File: config.mk
export PLATFORM = sky130hd
export DESIGN_NAME = sm83_bus_ctl
export DESIGN_NICKNAME = d
export VERILOG_FILES = /design/src/rtl/sm83_bus_ctl.sv
export SDC_FILE = /design/constraint.sdc
export NUM_CORES = 1
export LEC_CHECK = 0
export CORE_ASPECT_RATIO = 0.6
export CORE_MARGIN = 10
export CORE_UTILIZATION = 42
export DETAILED_ROUTE_END_ITERATION = 7
export PLACE_DENSITY = 0.79
export SLEW_MARGIN = 20
export SYNTH_ARGS = -nofsm -noshare
export SYNTH_HDL_FRONTEND = slang
export SYNTH_SLANG_ARGS = --single-unit
File: constraint.sdc
create_clock -name clk -period 2 [get_ports clk]
set_input_delay 0.3 -clock clk [delete_from_list [all_inputs] [get_ports clk]]
set_output_delay 0.3 -clock clk [all_outputs]
set_load 0.02 [all_outputs]
File: src/rtl/sm83_bus_ctl.sv
// External memory-bus sequencer: runs the 4-T-state M-cycle, drives address/data/strobe
// pins from registered state, and returns captured read data to the core.
module sm83_bus_ctl #(
  parameter int ADR_W  = 16,
  parameter int DATA_W = 8
) (
  input  logic              clk,
  input  logic              reset,
  input  logic [ADR_W-1:0]  apin,
  input  logic [DATA_W-1:0] dout,
  input  logic              ctl_mread,
  input  logic              ctl_mwrite,
  input  logic              ctl_hold,
  input  logic [DATA_W-1:0] d_pin_in,
  output logic [ADR_W-1:0]  a_pin,
  output logic [DATA_W-1:0] d_pin_out,
  output logic              d_pin_oe,
  output logic              rd_n,
  output logic              wr_n,
  output logic [DATA_W-1:0] din,
  output logic              din_valid,
  output logic [1:0]        t_phase,
  output logic              m_start,
  output logic              m_end,
  output logic              req_err
);

  typedef enum logic [2:0] {
    ST_T1   = 3'd0,
    ST_T2   = 3'd1,
    ST_T3   = 3'd2,
    ST_T4   = 3'd3,
    ST_HOLD = 3'd4
  } state_t;

  typedef enum logic [1:0] {
    CYC_NONE  = 2'd0,
    CYC_READ  = 2'd1,
    CYC_WRITE = 2'd2
  } cyc_t;

  state_t state_reg, state_next;
  cyc_t   cyc_reg, cyc_next;
  logic   enter_t1;
  logic   rd_n_next, wr_n_next, oe_next, din_valid_next;
  logic   m_start_next, m_end_next;
  logic [1:0] t_phase_next;

  always_comb begin
    state_next = state_reg;
    case (state_reg)
      ST_T1:   state_next = ST_T2;
      ST_T2:   state_next = ST_T3;
      ST_T3:   state_next = ST_T4;
      ST_T4:   state_next = ctl_hold ? ST_HOLD : ST_T1;
      ST_HOLD: state_next = ctl_hold ? ST_HOLD : ST_T1;
      default: state_next = ST_HOLD;
    endcase
  end

  // Requests are only sampled on the edge that enters T1; a read wins a conflict.
  always_comb begin
    enter_t1 = (state_next == ST_T1);
    cyc_next = cyc_reg;
    if (enter_t1) begin
      if (ctl_mread)
        cyc_next = CYC_READ;
      else if (ctl_mwrite)
        cyc_next = CYC_WRITE;
      else
        cyc_next = CYC_NONE;
    end
  end

  // Pin values are computed for the state being entered, then registered.
  always_comb begin
    rd_n_next      = 1'b1;
    wr_n_next      = 1'b1;
    oe_next        = 1'b0;
    din_valid_next = 1'b0;
    m_start_next   = 1'b0;
    m_end_next     = 1'b0;
    t_phase_next   = 2'd0;
    case (state_next)
      ST_T1: begin
        t_phase_next = 2'd0;
        m_start_next = 1'b1;
        rd_n_next    = (cyc_next != CYC_READ);
      end
      ST_T2: begin
        t_phase_next = 2'd1;
        rd_n_next    = (cyc_next != CYC_READ);
        wr_n_next    = (cyc_next != CYC_WRITE);
        oe_next      = (cyc_next == CYC_WRITE);
      end
      ST_T3: begin
        t_phase_next = 2'd2;
        rd_n_next    = (cyc_next != CYC_READ);
        wr_n_next    = (cyc_next != CYC_WRITE);
        oe_next      = (cyc_next == CYC_WRITE);
      end
      ST_T4: begin
        t_phase_next   = 2'd3;
        m_end_next     = 1'b1;
        oe_next        = (cyc_next == CYC_WRITE);
        din_valid_next = (cyc_next == CYC_READ);
      end
      default: begin
        t_phase_next = 2'd0;
      end
    endcase
  end

  always_ff @(posedge clk or posedge reset) begin
    if (reset) begin
      state_reg <= ST_HOLD;
      cyc_reg   <= CYC_NONE;
      a_pin     <= '0;
      d_pin_out <= '0;
      d_pin_oe  <= 1'b0;
      rd_n      <= 1'b1;
      wr_n      <= 1'b1;
      din       <= '0;
      din_valid <= 1'b0;
      t_phase   <= 2'd0;
      m_start   <= 1'b0;
      m_end     <= 1'b0;
      req_err   <= 1'b0;
    end else begin
      state_reg <= state_next;
      cyc_reg   <= cyc_next;
      d_pin_oe  <= oe_next;
      rd_n      <= rd_n_next;
      wr_n      <= wr_n_next;
      din_valid <= din_valid_next;
      t_phase   <= t_phase_next;
      m_start   <= m_start_next;
      m_end     <= m_end_next;
      if (enter_t1) begin
        a_pin     <= apin;
        d_pin_out <= dout;
        if (ctl_mread && ctl_mwrite)
          req_err <= 1'b1;
      end
      // Read data is taken on the edge leaving T3 so it is on din throughout T4.
      if (state_reg == ST_T3 && cyc_reg == CYC_READ)
        din <= d_pin_in;
    end
  end

endmodule

==> run_results.csv <==
group,metric,value,unit
power,p_leak,1.23,nW
global_routing,grt_start_max_net_pins,30,
power,switching_share,0.364,
global_routing,top_usage_layer,"met2",
setup_path,rrSetupSlack,310,ps
setup_path,crit_fanout,1,
power,switching_power,0.00170,W
setup_path,crit_type,"flop to output port",
cells_and_area,syn2layout_area_growth,50.5,%
detailed_routing,drt_wl_total,4.77,mm
logic_synthesis,ys_types,23,
logic_synthesis,synth_nets,147,
cells_and_area,largest_reg_flops,16,
min_path,hp-class,"input port to async pin",
floorplanning,num_rows,18,
setup_path,path_delay_family,"buffers and inverters",
power,seqPwrFrac,0.366,
clock_network,numCtsBuffers,5,
placed_design,portBuffers,77,
floorplanning,coreArea,0.00417,sq mm
logic_synthesis,synth_top_family_by_area,"multiplexers",
setup_path,worstPathArrival,1440,ps
timing,finalCritPeriodShare,0.870,
logic_synthesis,syn-cell-area,0.00184,sq mm
detailed_routing,via_per_inst,4.71,
logic_synthesis,ys_seq_area_frac,0.629,
timing,worst_clock_skew,5.91,ps
global_routing,antenna_found_initial,0,
detailed_routing,first_pass_iters,4,
clock_network,cts_tree,"built",
global_routing,gr-usage-all-layers,0.129,
global_routing,grt.met1_usage,0.143,
logic_synthesis,avgSynthCellArea,16.7,sq um
logic_synthesis,synthMuxAreaShare,0.249,
power,p_int,0.00297,W
setup_path,path_cells,"clkdlybuf4s50_1",
floorplanning,die_area,0.00751,sq mm
setup_path,required,1700,ps
clock_network,cts_setup_buffers,0,
timing,fin_crit,1740,ps
setup_path,cp_slowest_cell,"clkdlybuf4s50_1",
timing,worst_pin_slew,451,ps
cells_and_area,largest_registers,"a_pin x16, d_pin_out x8, din x8",
detailed_routing,vias,1187,
logic_synthesis,synthSimpleGateAreaFrac,0.0450,
floorplanning,start_util,0.441,
detailed_routing,drt_iter0_drc,38,
timing,finalSetupTns,0,ps
timing,setup_viol,0,
clock_network,hold_buffers,0,
detailed_routing,detail-route-antenna-nets,0,
power,powerDensity,1690,mW/mm^2
clock_network,cts_num_sinks,46,
timing,hold_viol,0,
placed_design,dpl.hpwl,3.67,mm
cells_and_area,regMostFlops,"a_pin",
clock_network,cts-htree-levels,2,
detailed_routing,post-route-drc-count,0,
timing,rsz0062_at_grt,"false",
run,maxCapViolations,0,
logic_synthesis,yosys_warnings,0,
clock_network,clock_path_buffers,2,
clock_network,worstSkewPairLatency,310,ps
clock_network,cts-resized-gates,0,
cells_and_area,layout.nets,228,
clock_network,clockRootBuffer,"clkbuf_8",
detailed_routing,wl_per_cell,18.9,um
logic_synthesis,synthAdderAreaFrac,0,
cells_and_area,drive_gt1_frac,0.266,
cells_and_area,antennaDiodeCount,0,
power,ir_drop,0.822,mV
setup_path,crit_path_end_kind,"output port",
power,combPwrFrac,0.508,
floorplanning,die_h,71.2,um
setup_path,critPathLaunchType,"flop",
global_routing,grt.met2_usage,0.219,
timing,slew_headroom,0.700,
placed_design,place.gp.congestion,0.761,
global_routing,grt_pass1_vias,1314,
setup_path,cpPeakStageDelay,610,ps
logic_synthesis,ys_ff_latch,46,
power,power,0.00467,W
clock_network,cts.reportedPaths.clkPinSlew,90,ps
timing,fmax,0.575,GHz
global_routing,grt.met3_usage,0.0589,
timing,drv_slew,0,
global_routing,grt.overflow.total,0,
floorplanning,chipWidth,105,um
logic_synthesis,syn_inst,110,
global_routing,grt_pass1_wl,7.58,mm
power,power_frac_clock,0.126,
logic_synthesis,synth-xor-area-share,0.00477,
floorplanning,ioPinCount,78,
logic_synthesis,synth_compound_area_frac,0.0341,
setup_path,critPathBufInv,1,
outcome,status,"finished clean",
[power by group through the flow]
| stage | sequential [W] | combinational, W | clock (W) |
|---|---|---|---|
| final | 0.00171 | 0.00237 | 0.000589 |
| after global placement | 0.00170 | 0.00233 | 0 |
| after CTS | 0.00171 | 0.00241 | 0.000613 |
| after global routing | 0.00176 | 0.00249 | 0.000653 |
| after floorplan | 0.00211 | 0.000945 | 0 |
| after detailed placement | 0.00173 | 0.00239 | 0 |
[cell usage in the layout (no fill, tap or decap)]
master / netlist / layout
and2_1: 1 / 1
mux2_2: 13 / 13
xnor2_1: 1 / 1
nand2_1: 1 / 1
a31o_1: 1 / 1
a2111oi_0: 1 / 1
inv_6: 0 / 1
a2bb2oi_1: 1 / 1
inv_2: 1 / 2
nand2b_1: 1 / 1
buf_12: 0 / 2
dfrtp_1: 43 / 43
a21oi_1: 1 / 1
inv_1: 4 / 3
nor2_1: 6 / 6
dfstp_2: 3 / 3
nand4_2: 1 / 1
clkbuf_8: 0 / 5
mux2i_1: 1 / 1
clkdlybuf4s50_1: 0 / 77
a31oi_4: 1 / 1
o21ai_0: 2 / 2
or4_1: 1 / 1
clkinv_4: 0 / 1
clkinvlp_4: 0 / 1
mux2_4: 20 / 20
nor4b_4: 1 / 1
[cell usage after synthesis]
library cell	n	area share
a31oi_4	1	0.012
or4_1	1	0.0041
a2bb2oi_1	1	0.0048
dfrtp_1	43	0.59
a2111oi_0	1	0.0048
nor2_1	6	0.012
mux2i_1	1	0.0054
mux2_2	13	0.080
nand2_1	1	0.0020
nand2b_1	1	0.0034
dfstp_2	3	0.043
a31o_1	1	0.0048
mux2_4	20	0.16
nor4b_4	1	0.013
inv_2	1	0.0020
nand4_2	1	0.0068
buf_6	4	0.025
o21ai_0	2	0.0054
buf_4	1	0.0041
a21oi_1	1	0.0027
inv_1	4	0.0082
and2_1	1	0.0034
xnor2_1	1	0.0048
[metal layers]
layer	share of wire	routed length (um)	vias to the layer above
met5	0	0	-
met3	0.081	387	6
met2	0.49	2350	41
met1	0.41	1970	598
li1	-	-	542
met4	0.013	62	0
[layout make-up]
class | count | area, sq um
clock inverters | 3 | 25.0
clock buffers | 5 | 68.8
well taps | 60 | 75.1
fillers | 307 | 1400
multi-input cells | 54 | 611
repair buffers | 79 | 811
flip-flops and latches | 46 | 1150
inverters | 5 | 18.8
[logic make-up (layout without fill, tap and decap cells)]
family	Yosys count	count (layout)
AOI/OAI and AO/OA	7	7
xor gates and xnor gates	1	1
muxes	34	34
buffers and inverters	10	92
and+or+nand+nor	12	12
DFF	46	46
[final timing paths]
check                                   from            to  cells past startpoint
worst max-delay path                    rd_n          rd_n                      1
worst min-delay path                   reset  d_pin_out[4]                      2
worst max register to register  state_reg[2]      a_pin[8]                      4
worst min register to register        din[4]        din[4]                      1
max in group asynchronous              reset          wr_n                      3
min in group clk                      din[4]        din[4]                      1
[stage by stage]
step | instance area (sq um) | hold WS (ps) | worst slack, ps | util | cells
finish | 2760 | 298 | 260 | 0.663 | 252
global route | 2760 | 325 | 207 | 0.663 | 252
CTS | 2760 | 299 | 228 | 0.663 | 252
detailed placement | 2670 | 491 | 72.9 | 0.641 | 244
global placement | 2670 | 467 | 136 | 0.641 | 244
floorplan | 1840 | 350 | 356 | - | 110
Note: power is estimated with default switching activity, not from simulation.
